`src/rtl/sync_fifo.sv`:
```
// sync_fifo: single-clock FIFO with full flag set and registered handshake flags.
//   Params : FIFO_WIDTH (word bits), FIFO_DEPTH (entries, >= 4, any value)
//   Inputs : clk, rst (async active-high), data_in, wr_en, rd_en
//   Outputs: data_out (registered read data), wr_ack/overflow/underflow (registered,
//            describe the previous-cycle access), full/empty/almostfull/almostempty
//            (combinational from the occupancy count)
//   Macro  : SYNC_FIFO_SVA_EN compiles in assertions and covers
module sync_fifo #(
    parameter int FIFO_WIDTH = 16,
    parameter int FIFO_DEPTH = 8
) (
    input  logic                  clk,
    input  logic                  rst,
    input  logic [FIFO_WIDTH-1:0] data_in,
    input  logic                  wr_en,
    input  logic                  rd_en,
    output logic [FIFO_WIDTH-1:0] data_out,
    output logic                  wr_ack,
    output logic                  overflow,
    output logic                  underflow,
    output logic                  full,
    output logic                  empty,
    output logic                  almostfull,
    output logic                  almostempty
);
    localparam int AW = $clog2(FIFO_DEPTH);
    localparam logic [AW:0]   DEPTH_C = (AW+1)'(FIFO_DEPTH);
    localparam logic [AW:0]   DEPTH_M1 = (AW+1)'(FIFO_DEPTH - 1);
    localparam logic [AW-1:0] LAST_P = AW'(FIFO_DEPTH - 1);

    logic [FIFO_WIDTH-1:0] mem [FIFO_DEPTH];
    logic [AW-1:0]         wr_ptr_q, wr_ptr_d, rd_ptr_q, rd_ptr_d;
    logic [AW:0]           count_q, count_d;
    logic [FIFO_WIDTH-1:0] data_out_q, data_out_d;
    logic                  wr_ack_q, wr_ack_d, overflow_q, overflow_d, underflow_q, underflow_d;
    logic                  wr_ok, rd_ok;

    assign full        = count_q == DEPTH_C;
    assign empty       = count_q == '0;
    assign almostfull  = count_q == DEPTH_M1;
    assign almostempty = count_q == (AW+1)'(1);
    assign wr_ok       = wr_en && !full;
    assign rd_ok       = rd_en && !empty;

    always_comb begin
        wr_ptr_d    = wr_ok ? (wr_ptr_q == LAST_P ? '0 : wr_ptr_q + 1'b1) : wr_ptr_q;
        rd_ptr_d    = rd_ok ? (rd_ptr_q == LAST_P ? '0 : rd_ptr_q + 1'b1) : rd_ptr_q;
        count_d     = (wr_ok && !rd_ok) ? count_q + 1'b1 :
                      (rd_ok && !wr_ok) ? count_q - 1'b1 : count_q;
        data_out_d  = rd_ok ? mem[rd_ptr_q] : data_out_q;
        wr_ack_d    = wr_ok;
        overflow_d  = wr_en && full;
        underflow_d = rd_en && empty;
    end

    always_ff @(posedge clk or posedge rst) begin
        if (rst) begin
            wr_ptr_q    <= '0;
            rd_ptr_q    <= '0;
            count_q     <= '0;
            data_out_q  <= '0;
            wr_ack_q    <= 1'b0;
            overflow_q  <= 1'b0;
            underflow_q <= 1'b0;
        end else begin
            wr_ptr_q    <= wr_ptr_d;
            rd_ptr_q    <= rd_ptr_d;
            count_q     <= count_d;
            data_out_q  <= data_out_d;
            wr_ack_q    <= wr_ack_d;
            overflow_q  <= overflow_d;
            underflow_q <= underflow_d;
        end
    end

    // Storage is deliberately left unreset; stale contents are never readable.
    always_ff @(posedge clk) begin
        if (wr_ok) mem[wr_ptr_q] <= data_in;
    end

    assign data_out  = data_out_q;
    assign wr_ack    = wr_ack_q;
    assign overflow  = overflow_q;
    assign underflow = underflow_q;

`ifdef SYNC_FIFO_SVA_EN
    a_count_max:  assert property (@(posedge clk) disable iff (rst) count_q <= DEPTH_C);
    a_full_empty: assert property (@(posedge clk) disable iff (rst) !(full && empty));
    a_wr_ack:     assert property (@(posedge clk) disable iff (rst) wr_ok |=> wr_ack);
    a_overflow:   assert property (@(posedge clk) disable iff (rst) wr_en && full && !rd_en |=> overflow && full);
    a_underflow:  assert property (@(posedge clk) disable iff (rst) rd_en && empty && !wr_en |=> underflow && empty);
    a_wr_wrap:    assert property (@(posedge clk) disable iff (rst) wr_ok && wr_ptr_q == LAST_P |=> wr_ptr_q == '0);
    a_rd_wrap:    assert property (@(posedge clk) disable iff (rst) rd_ok && rd_ptr_q == LAST_P |=> rd_ptr_q == '0);
    c_full:       cover property (@(posedge clk) disable iff (rst) full);
    c_empty:      cover property (@(posedge clk) disable iff (rst) empty);
    c_almostfull: cover property (@(posedge clk) disable iff (rst) almostfull);
    c_almostempty: cover property (@(posedge clk) disable iff (rst) almostempty);
    c_overflow:   cover property (@(posedge clk) disable iff (rst) overflow);
    c_underflow:  cover property (@(posedge clk) disable iff (rst) underflow);
`endif
endmodule

```
`config.mk`:
```
export PLATFORM = sky130hd
export DESIGN_NAME = sync_fifo
export DESIGN_NICKNAME = d
export VERILOG_FILES = /design/src/rtl/sync_fifo.sv
export SDC_FILE = /design/constraint.sdc
export NUM_CORES = 1
export LEC_CHECK = 0
export ABC_AREA = 1
export BUFFER_PORTS_ARGS = -buffer_cell sky130_fd_sc_hd__buf_2
export CAP_MARGIN = 20
export CORE_AREA = 4 4 94 162
export CTS_BUF_LIST = sky130_fd_sc_hd__clkbuf_16
export DETAILED_ROUTE_END_ITERATION = 10
export DIE_AREA = 0 0 98 166
export PLACE_DENSITY_LB_ADDON = 0.12
export SLEW_MARGIN = 10
export SYNTH_ARGS = -nofsm -noshare
export SYNTH_HDL_FRONTEND = slang
export SYNTH_SLANG_ARGS = --single-unit
```
`constraint.sdc`:
```
create_clock -name clk -period 3.6 [get_ports clk]
set_input_delay 0.72 -clock clk [delete_from_list [all_inputs] [get_ports clk]]
set_output_delay 0.72 -clock clk [all_outputs]
set_load 0.02 [all_outputs]
```
Word-level counts from Yosys, hierarchy flattened
Memories as Yosys holds them, arrays and structs flattened. A register that Yosys moved wholly into a read port is not among the register bits.
Cells that the tools add are included.
- word-level logic and storage cells: 34
- bits in registers: 13
- input bits: 20
- memories kept: 1
- memory bits (writable): 128
- bits in latches: 0
- bits in read-only memories: 0
- memory list (name ; words ; width ; rd ports ; clocked after memory_dff ; wr ports ; RTL line ; source):
    mem ; 8 ; 16 ; 1 ; 1 ; 1 ; 31 ; logic [FIFO_WIDTH-1:0] mem [FIFO_DEPTH];
- add/subtract/negate cells: 4
- shifts and indexed selects: 0
- bitwise operators: 0
- mux-type cells: 6
- reductions and logical operators: 12
- eq/ne operators: 5
- $lt $le $gt $ge: 0
- multiply operators: 0
- div/mod/pow operators: 0
- operators with widths (operator ; count):
    $mux 4 ; 2
    $add 3x1->3 const B ; 2
    $eq 3x3->1 const B ; 2
    $logic_and 1x1->1 ; 6
    $mux 3 ; 2
    $add 4x1->4 const B ; 1
    $eq 4x1->1 const B ; 1
    $eq 4x3->1 const B ; 1
    $eq 4x4->1 const B ; 1
    $logic_not 1->1 ; 4
    $logic_not 4->1 ; 1
    $sub 4x1->4 const B ; 1
    $mux 1 ; 2
    $reduce_bool 2->1 ; 1

Longest topological paths before layout
Gate-level depths: netlist of run 1.
- word-level depth: 7
- depth in mapped cells: 11
- gate-level depth less buffers: 11

Least setup slack after synthesis of run 1
No wires, ideal clock.
- path kind: reg-to-reg
- start: register count_q[0]
- end: memory mem[1][0], enable pin
- setup time: 388 ps
- stages on the path, launching flop included: 8
- required time: 3212 ps
- setup slack: 1410 ps
- arrival time: 1801 ps
- cell sequence: dfrtp_1 > inv_1 > ha_1 > nand3_2 > nand2_2 > nor2_1 > inv_1 > nor2_1
- word-level cells in the longest chain between the ends: 5
- RTL lines (what ; RTL line ; source):
    start: declaration ; 33 ; logic [AW:0] count_q, count_d;
    start signal: assignment ; 68 ; count_q <= count_d;
    $eq 4x4->1 ; 38 ; assign full = count_q == DEPTH_C;
    $logic_not 1->1 ; 42 ; assign wr_ok = wr_en && !full;
    $logic_and 1x1->1 ; 42 ;
    $mux 1 ; 78 ; if (wr_ok) mem[wr_ptr_q] <= data_in;
    $mux 1 (not written as such) ; 78 ;
    end: declaration ; 31 ;
Every way passes these cells.

Final worst setup path of run 1
- start: register count_q[0]
- end: memory mem[3][10], enable pin
Same word-level chain as after synthesis.

==> results_dict.tcl, run 1 <==
set metrics [dict create \
    grt_util_all_layers 0.186 \
    holdBufCountCts 0 \
    clockBufferDepth 2 \
    drc 0 \
    avgViaCountPerCell 4.97 \
    hold_viol 0 \
    critical_path_required_ns 3.71 \
    vias 4403 \
    r2r-start "count_q[0]" \
    avgSynthCellArea_sq_um 10.5 \
    coreArea_sq_um 13900 \
    routed_wl_um 14400 \
    drt_first_pass_iters 6 \
    drtIter0Drc 293 \
    final.setup.tns_ns 0 \
    grt_max_degree 66 \
    cts_tree "done" \
    cts_buffers 17 \
    syn_inst 647 \
    power_density_nw_per_um2 820 \
    ys.flop_type "edfxtp_1" \
    h-tree-depth 4 \
    antenna_cells 0 \
    cp-startpoint "count_q[0]" \
    cts_setup_buffers 0 \
    insertion_delay_ns 0.42 \
    synth_edf_count 128 \
    grt_setup_unrepaired "no" \
    clk_pin_slew_ns 0.06 \
    yosysSeqAreaShare 0.674 \
    peakVddDrop_uv 464 \
    die_y_um 166 \
    gp_congestion 0.764 \
    timing.fmax_ghz 0.413 \
    fin_crit_sh 0.672 \
    syn_area_sq_um 6780 \
    avgRoutedWirePerCell_um 16.3 \
    worst_ep_arrival_time_ns 2.53 \
    end_kind "flop" \
    cts.sinks 157 \
    detail-route-antenna-nets 0 \
    slew_viol_final 0 \
    num_rows 57 \
    ios 43 \
    die_w_um 98 \
    dieArea_sq_um 16300 \
    maxSlewHeadroom 0.433 \
    portBuffers 42 \
    tightest_slew_ns 0.851 \
    critPathLaunchType "flop" \
    ctsResizeCount 0 \
    nets 724 \
    overflow 0 \
    status "finished clean" \
    worstHoldPathType "in -> async" \
    setup_ws_ns 1.18 \
    ys_ff_latch 157 \
    max_cap_violations 0 \
    leakage_nw 3.56 \
    finClkSkew_ns 0.0111 \
    setup_viol 0 \
    ys_types 26 \
    drive_gt1_frac 0.134 \
    syn_to_final_growth_pct 14.8 \
    hpwlAfterDp_um 8690 \
    place_ws_ns 1.16 \
    fin_crit_ns 2.42 \
    initial_core_util 0.487 \
    r2r-end "mem[3][10]" \
    cts-root-buf "clkbuf_16" \
    async_flop_share 0.185 \
    crit_path_max_fanout 10 \
    grt_pass1_wl_um 23300 \
    rr_worst_depth 8 \
    regToRegSetupSlack_ns 1.18 \
    antenna_found_initial 0 \
    grt_pass1_vias 4433 \
    syn_nets 675 \
    critical_path_class "reg -> reg" \
    synth_warnings 0 \
]
[cell families (layout without fill, tap and decap cells)]
group	Yosys count	count (layout)	synth area share
xor+xnor	4	4	0.00517
fa+ha+maj	8	8	0.0148
buf+inv	147	209	0.0965
compound gates	11	11	0.00886
flops	157	157	0.674
simple gates	320	320	0.200
[power breakdown]
part | internal, mW | leakage (nW) | switching, mW
sequential | 2.34 | 1.51 | 0.185
clock | 1.22 | 0.310 | 0.685
combinational | 0.606 | 1.73 | 1.35
[flip-flops by register name (all words and copies together) (netlist names)]
name       cells
data_out      16
mem          128
wr_ptr_q       3
underflow      1
rd_ptr_q       3
overflow       1
count_q        4
wr_ack         1
[critical path, cell delays in order, from the launching register on]
cell,delay (ns)
dfrtp_1,0.44
inv_1,0.08
ha_1,0.26
nand3_2,0.12
nand2_2,0.06
nor2_1,0.17
inv_1,0.11
nor2_1,0.54
buf_4,0.32
[Yosys cell counts (2+ instances only)]
master	count	share of area
buf_4	5	0.0055
nor2_1	12	0.0066
edfxtp_1	128	0.57
nand2_1	203	0.11
dfrtp_1	29	0.11
buf_2	11	0.0081
nand3_1	99	0.073
inv_1	114	0.063
ha_1	8	0.015
buf_6	9	0.015
o21ai_0	5	0.0037
clkbuf_1	2	0.0011
inv_2	5	0.0028
o21ai_1	3	0.0022
xor2_1	3	0.0039
[final cells by class]
cell class | count | area (sq um)
fillers | 1241 | 6120
clock inverters | 15 | 203
clock buffers | 17 | 425
repair buffers | 57 | 355
flip-flops and latches | 157 | 4570
multi-input cells | 343 | 1550
inverters | 120 | 453
well taps | 177 | 221
[how the worst max path moves through the flow]
stage	end	slack (ns)
3_5_place_dp	mem[3][11]	1.16
2_1_floorplan	mem[1][0]	1.41
6_report	mem[3][10]	1.18
3_3_place_gp	mem[3][12]	1.29
4_1_cts	mem[3][3]	1.14
5_1_grt	mem[3][10]	0.96
[through the flow]
step	instances	hold WS [ns]	utilization	instance area [sq um]	total power, mW
final	886	0.250	0.560	7780	6.38
after global routing	886	0.255	0.560	7780	6.80
after CTS	885	0.479	0.558	7750	6.45
after detailed placement	853	0.463	0.512	7130	4.55
after global placement	852	0.457	0.511	7110	4.48
after floorplan	647	0.510	-	6780	4.01
[per-layer routing]
metal | share of wire | global-route usage | up-vias
met5 | 0 | 0 | -
met4 | 0.015 | 0.0633 | 0
li1 | - | - | 2160
met3 | 0.048 | 0.0399 | 19
met2 | 0.52 | 0.315 | 105
met1 | 0.42 | 0.236 | 2119
[placed cells by master (no fill, tap or decap), types with 3 or more instances in the layout]
master / n
o21ai_0: 5
nor2_1: 12
inv_2: 5
o21ai_1: 3
dfrtp_1: 28
edfxtp_1: 128
buf_4: 13
bufinv_16: 5
ha_1: 8
buf_2: 42
clkbuf_16: 17
nand3_1: 99
nand2_1: 203
xor2_1: 3
clkinv_1: 4
inv_1: 116
Note: power is estimated with default switching activity, not from simulation.
==> run 2, diff against run 1 <==
--- a/config.mk
+++ b/config.mk
@@ -5,13 +5,13 @@
 export SDC_FILE = /design/constraint.sdc
 export NUM_CORES = 1
 export LEC_CHECK = 0
-export ABC_AREA = 1
+export ABC_AREA = 0
 export BUFFER_PORTS_ARGS = -buffer_cell sky130_fd_sc_hd__buf_2
 export CAP_MARGIN = 20
-export CORE_AREA = 4 4 94 162
+export CORE_AREA = 4 4 90 156
 export CTS_BUF_LIST = sky130_fd_sc_hd__clkbuf_16
 export DETAILED_ROUTE_END_ITERATION = 10
-export DIE_AREA = 0 0 98 166
+export DIE_AREA = 0 0 94 160
 export PLACE_DENSITY_LB_ADDON = 0.12
 export SLEW_MARGIN = 10
 export SYNTH_ARGS = -nofsm -noshare
==> constraint.sdc (replaced) <==
create_clock -name clk -period 2.3 [get_ports clk]
set_input_delay 0.46 -clock clk [delete_from_list [all_inputs] [get_ports clk]]
set_output_delay 0.46 -clock clk [all_outputs]
set_load 0.02 [all_outputs]
==> run 2 against run 1 <==
  * Critical path depth unchanged
  * Clock power increased by 51%
  * Area after synthesis decreased by 7.1%
  * Combinational power increased by 57%
  * Worst hold slack got worse by 0.085 ns
  * Critical endpoint is now count_q[3]
  * Highest routed layer is now met5
==> results_dict.tcl, run 2 <==
set metrics [dict create \
    ys_types 32 \
    avgRoutedWirePerCell_um 20.0 \
    cts.sinks 157 \
    r2r-start "count_q[1]" \
    insertion_delay_ns 0.41 \
    synth_warnings 0 \
    largest_reg_flops 128 \
    drt_first_pass_iters 4 \
    yosysSeqAreaShare 0.725 \
    cts_buffers 17 \
    largest_register "mem" \
    cp_cell_sequence "inv_1, ha_1, nor3b_2, nand2b_1, ha_2, or4_1, a21oi_2, xor2_1" \
    maxSlewHeadroom 0.311 \
    dp.cells 580 \
    fin_crit_sh 0.948 \
    grt_pass1_wl_um 19800 \
    ys_ff_latch 157 \
    leakage_nw 2.80 \
    h-tree-depth 4 \
    routed_wl_um 12200 \
    tightest_slew_ns 1.03 \
    cts_tree "done" \
    initial_core_util 0.492 \
    portBuffers 42 \
    worst_ep_arrival_time_ns 2.51 \
    clockBufferDepth 2 \
    yosys-top-cells-count "edfxtp_1 (128), mux2_2 (36), mux2i_1 (33), dfrtp_1 (29), o21ai_0 (19)" \
    n_fill_cell 1035 \
    clk_pin_slew_ns 0.07 \
    r2r-end "count_q[3]" \
    num_rows 55 \
    hold_viol 0 \
    timing.fmax_ghz 0.458 \
    critical_path_required_ns 2.63 \
    setup_ws_ns 0.119 \
    cp_num_buf_inv 1 \
    max_stage_delay_ns 0.52 \
    gp_congestion 0.722 \
    avgSynthCellArea_sq_um 17.4 \
    antenna_found_initial 1 \
    synth_top_area_cell "edfxtp_1" \
    critical-path-slowest-cell "or4_1" \
    cp-startpoint "count_q[1]" \
    ys.flop_type "edfxtp_1" \
    die_w_um 94 \
    syn_to_final_growth_pct 19.4 \
    critical_path_class "reg -> reg" \
    fin_area_sq_um 7520 \
    final_common_cell "edfxtp_1" \
    placed_area_sq_um 6890 \
    finClkSkew_ns 0.00679 \
    drc 0 \
    max_cap_violations 0 \
    place_ws_ns 0.121 \
    nets 457 \
    crit_path_max_fanout 5 \
    dieArea_sq_um 15000 \
    grt_util_all_layers 0.181 \
    slew_viol_final 0 \
    drtIter0Drc 187 \
    syn_area_sq_um 6300 \
    grt_pass1_vias 3535 \
    yosysMostFrequentCell "edfxtp_1" \
    peakVddDrop_uv 814 \
    grt_setup_unrepaired "yes" \
    ys_top_cells_by_area "edfxtp_1 (61%), dfrtp_1 (12%), mux2_2 (6.4%)" \
    overflow 0 \
    regToRegSetupSlack_ns 0.12 \
    synth.top_cell.area_share 0.610 \
    mostFrequentLayoutCells "edfxtp_1 (128), buf_2 (42), mux2_2 (36)" \
    vias 3327 \
    holdBufCountCts 0 \
    syn_inst 363 \
    power_density_nw_per_um2 1320 \
    layout.cells.non_filler 613 \
    hpwlAfterDp_um 7650 \
    die_y_um 160 \
    status "finished clean" \
    avgViaCountPerCell 5.43 \
    grt_max_degree 35 \
    fin_crit_ns 2.18 \
    detail-route-antenna-nets 0 \
    rr_worst_depth 8 \
    cp.depth 8 \
    drive_gt1_frac 0.355 \
    async_flop_share 0.185 \
    cts-root-buf "clkbuf_16" \
    critPathLaunchType "flop" \
    final_util 0.588 \
    setup_viol 0 \
    whs_ns 0.165 \
    ios 43 \
    end_kind "flop" \
    coreArea_sq_um 12800 \
    cp_top_family "simple AND/OR/NAND/NOR gates" \
    worstHoldPathType "in -> async" \
    antenna_cells 0 \
    synth_edf_count 128 \
    syn_nets 391 \
]
[run 2: changes by cell type after synthesis, moves of 6 or more]
| cell | delta |
|---|---|
| nand2_1 | -199 |
| inv_1 | -108 |
| nand3_1 | -98 |
| mux2_2 | +36 |
| mux2i_1 | +33 |
| a22o_1 | +16 |
| o31ai_2 | +16 |
| o22ai_1 | +15 |
| o21ai_0 | +14 |
| buf_6 | -6 |
[run 2: worst register-to-register path, cell delays in order, from the launching register on]
cell	delay, ns
dfrtp_1	0.40
inv_1	0.08
ha_1	0.21
nor3b_2	0.17
nand2b_1	0.17
ha_2	0.21
or4_1	0.52
a21oi_2	0.16
xor2_1	0.18
[run 2: cells by family after synthesis]
family / count (synthesis) / share of synthesized area
DFF: 157 / 0.725
muxes: 70 / 0.119
AOI/OAI and AO/OA: 68 / 0.0858
and+or+nand+nor: 32 / 0.0276
buffers and inverters: 24 / 0.0212
adders and majority gates: 8 / 0.0159
xor gates and xnor gates: 4 / 0.00556
[run 2: how the worst max path moves through the flow]
| stage | endpoint |
|---|---|
| global route | count_q[3] |
| floorplan | mem[2][0] |
| CTS | empty |
| detailed placement | count_q[3] |
| global placement | count_q[3] |
| finish | count_q[3] |
[run 2: timing repair]
| item | in CTS | in global routing |
|---|---|---|
| buffers inserted | 0 | 1 |
| endpoints found under the setup margin | 0 | 2 |
| gates resized for setup | 0 | 3 |
[run 2: power breakdown]
part           total (mW)  internal [mW]  switching, mW
Combinational        3.08           1.38           1.70
Sequential           4.00           3.68          0.321
Clock                2.87           1.73           1.14
[run 2: area by class of cell]
class / count / area, sq um / area share
Inverter: 6 / 22.5 / 0.00299
Clock buffer: 17 / 425 / 0.0565
Clock inverter: 15 / 186 / 0.0248
Tap cell: 171 / 214 / 0.0284
Sequential cell: 157 / 4570 / 0.608
Multi-Input combinational cell: 182 / 1640 / 0.218
Timing Repair Buffer: 65 / 462 / 0.0614
[run 2: layer usage]
metal,up-vias,global-route usage,part of all wire
met5,-,0,0.00057
met3,15,0.0485,0.038
met4,2,0.0572,0.016
met2,71,0.319,0.55
met1,1680,0.211,0.39
li1,1559,-,-
[run 2: per-stage QoR]
step	power, mW	setup TNS [ns]
finish	9.95	0
CTS	10.0	0
detailed placement	7.19	0
floorplan	6.17	-13.34
global placement	7.12	0
global route	10.5	-0.00313
==> run 3, diff against run 2 <==
==> constraint.sdc (replaced) <==
create_clock -name clk -period 2.3 [get_ports clk]
set_input_delay 0.345 -clock clk [delete_from_list [all_inputs] [get_ports clk]]
set_output_delay 0.345 -clock clk [all_outputs]
set_load 0.02 [all_outputs]
==> run 3 against run 2 <==
  * Non-clock buffer count down 2
  * Clock-buffer cell count is the same
  * Combinational power about the same
  * Fmax is 1.6% higher
  * Die area unchanged
  * Flip-flop and latch count did not move
  * Critical path depth increased by 1
  * First-iteration DRC count is 26% lower
  * Core utilization decreased by 0.58 points
  * Critical endpoint unchanged
  * Largest power group unchanged
  * Highest routed layer is now met4
==> results_dict.tcl, run 3 (synthesis results as in run 2) <==
set metrics [dict create \
    cts_buffers 17 \
    detail-route-antenna-nets 0 \
    clockBufferDepth 2 \
    grt_pass1_wl_um 19100 \
    drt_first_pass_iters 4 \
    overflow 0 \
    cts.sinks 157 \
    h-tree-depth 4 \
    gp_congestion 0.702 \
    power_density_nw_per_um2 1300 \
    worstHoldPathType "in -> async" \
    largest_register "mem" \
    initial_core_util 0.492 \
    timing.fmax_ghz 0.466 \
    fin_crit_ns 2.15 \
    fin_area_sq_um 7450 \
    critical_path_required_ns 2.63 \
    grt_pass1_vias 3517 \
    met2_length_um 6770 \
    antenna_cells 0 \
    end_kind "flop" \
    highest_layer "met4" \
    place_ws_ns 0.0365 \
    tightest_slew_ns 0.844 \
    drtIter0Drc 138 \
    n_fill_cell 1029 \
    die_w_um 94 \
    grt_setup_unrepaired "no" \
    peakVddDrop_uv 873 \
    hpwlAfterDp_um 7370 \
    setup_viol 0 \
    largest_reg_flops 128 \
    insertion_delay_ns 0.42 \
    maxSlewHeadroom 0.436 \
    coreArea_sq_um 12800 \
    grt_util_all_layers 0.175 \
    p_total_mw 9.71 \
    critical_path_class "reg -> reg" \
    status "finished clean" \
    max_cap_violations 0 \
    die_y_um 160 \
    cts_setup_buffers 0 \
    fin_crit_sh 0.933 \
    wl_met1_um 4710 \
    cts_tree "done" \
    mostFrequentLayoutCells "edfxtp_1 (128), buf_2 (42), mux2_2 (36)" \
    drive_gt1_frac 0.348 \
    finClkSkew_ns 0.00812 \
    holdBufCountCts 0 \
    critPathLaunchType "flop" \
    routed_wl_um 12100 \
    num_rows 55 \
    avgRoutedWirePerCell_um 19.9 \
    grt_max_degree 48 \
    ctsResizeCount 0 \
    ios 43 \
    placed_area_sq_um 6850 \
    dieArea_sq_um 15000 \
    met3_length_um 490 \
    setup_ws_ns 0.154 \
    clk_pin_slew_ns 0.06 \
    vias 3320 \
    antenna_found_initial 0 \
    nets 455 \
    syn_to_final_growth_pct 18.3 \
    cts-root-buf "clkbuf_16" \
    final_common_cell "edfxtp_1" \
    leakage_nw 2.77 \
    whs_ns 0.0240 \
    worst_ep_arrival_time_ns 2.48 \
    hold_viol 0 \
    portBuffers 42 \
    slew_viol_final 0 \
    final_util 0.582 \
    avgViaCountPerCell 5.43 \
    drc 0 \
    crit_path_max_fanout 5 \
]
[run 3: cell count changes in the layout (fill, tap and decap cells not counted)]
cell       change
nand2b_4       +1
ha_2           -1
inv_8          -1
nand2b_1       -1
inv_6          -2
ha_4           +1
bufinv_16      -1
buf_12         -3
inv_1          +3
buf_4          +1
clkinv_4       +1
[run 3: stage by stage]
step	setup TNS, ns	instances
2_1_floorplan	-13.34	363
3_3_place_gp	0	579
3_5_place_dp	0	579
4_1_cts	0	611
5_1_grt	0	611
6_report	0	611
[run 3: where the power goes]
group          internal [mW]  switching (mW)
Combinational           1.34            1.73
Sequential              3.68           0.280
Clock                   1.59            1.08
Total                   6.62            3.09
[run 3: layout make-up]
cell class | instances | area, sq um | area share
well taps | 171 | 214 | 0.0287
repair buffers | 63 | 409 | 0.0549
inverters | 6 | 22.5 | 0.00302
clock buffers | 17 | 425 | 0.0571
multi-input cells | 182 | 1660 | 0.223
flip-flops and latches | 157 | 4570 | 0.614
clock inverters | 15 | 148 | 0.0198
[run 3: final timing paths]
check / start / endpoint / slack [ns] / depth (start not counted)
max: count_q[1] / count_q[3] / 0.15 / 9
min: rst / data_out[8] / 0.02 / 3
max reg2reg: count_q[1] / count_q[3] / 0.15 / 9
min reg2reg: data_out[10] / data_out[10] / 0.52 / 2
max in group asynchronous: rst / rd_ptr_q[0] / 1.93 / 3
min in group clk: wr_en / overflow / 0.18 / 2
[run 3: worst max-delay path: stages, from the launching register on]
cell,delay [ns]
dfrtp_1,0.42
inv_1,0.10
ha_1,0.19
nand3b_1,0.13
nand2_1,0.11
inv_1,0.08
ha_4,0.19
or4_1,0.52
a21oi_2,0.16
xor2_1,0.16
[run 3: per-layer routing]
| metal | vias to the layer above | GRT usage |
|---|---|---|
| met5 | - | 0 |
| met4 | 0 | 0.0625 |
| met3 | 11 | 0.0410 |
| met2 | 73 | 0.311 |
| met1 | 1685 | 0.201 |
| li1 | 1551 | - |
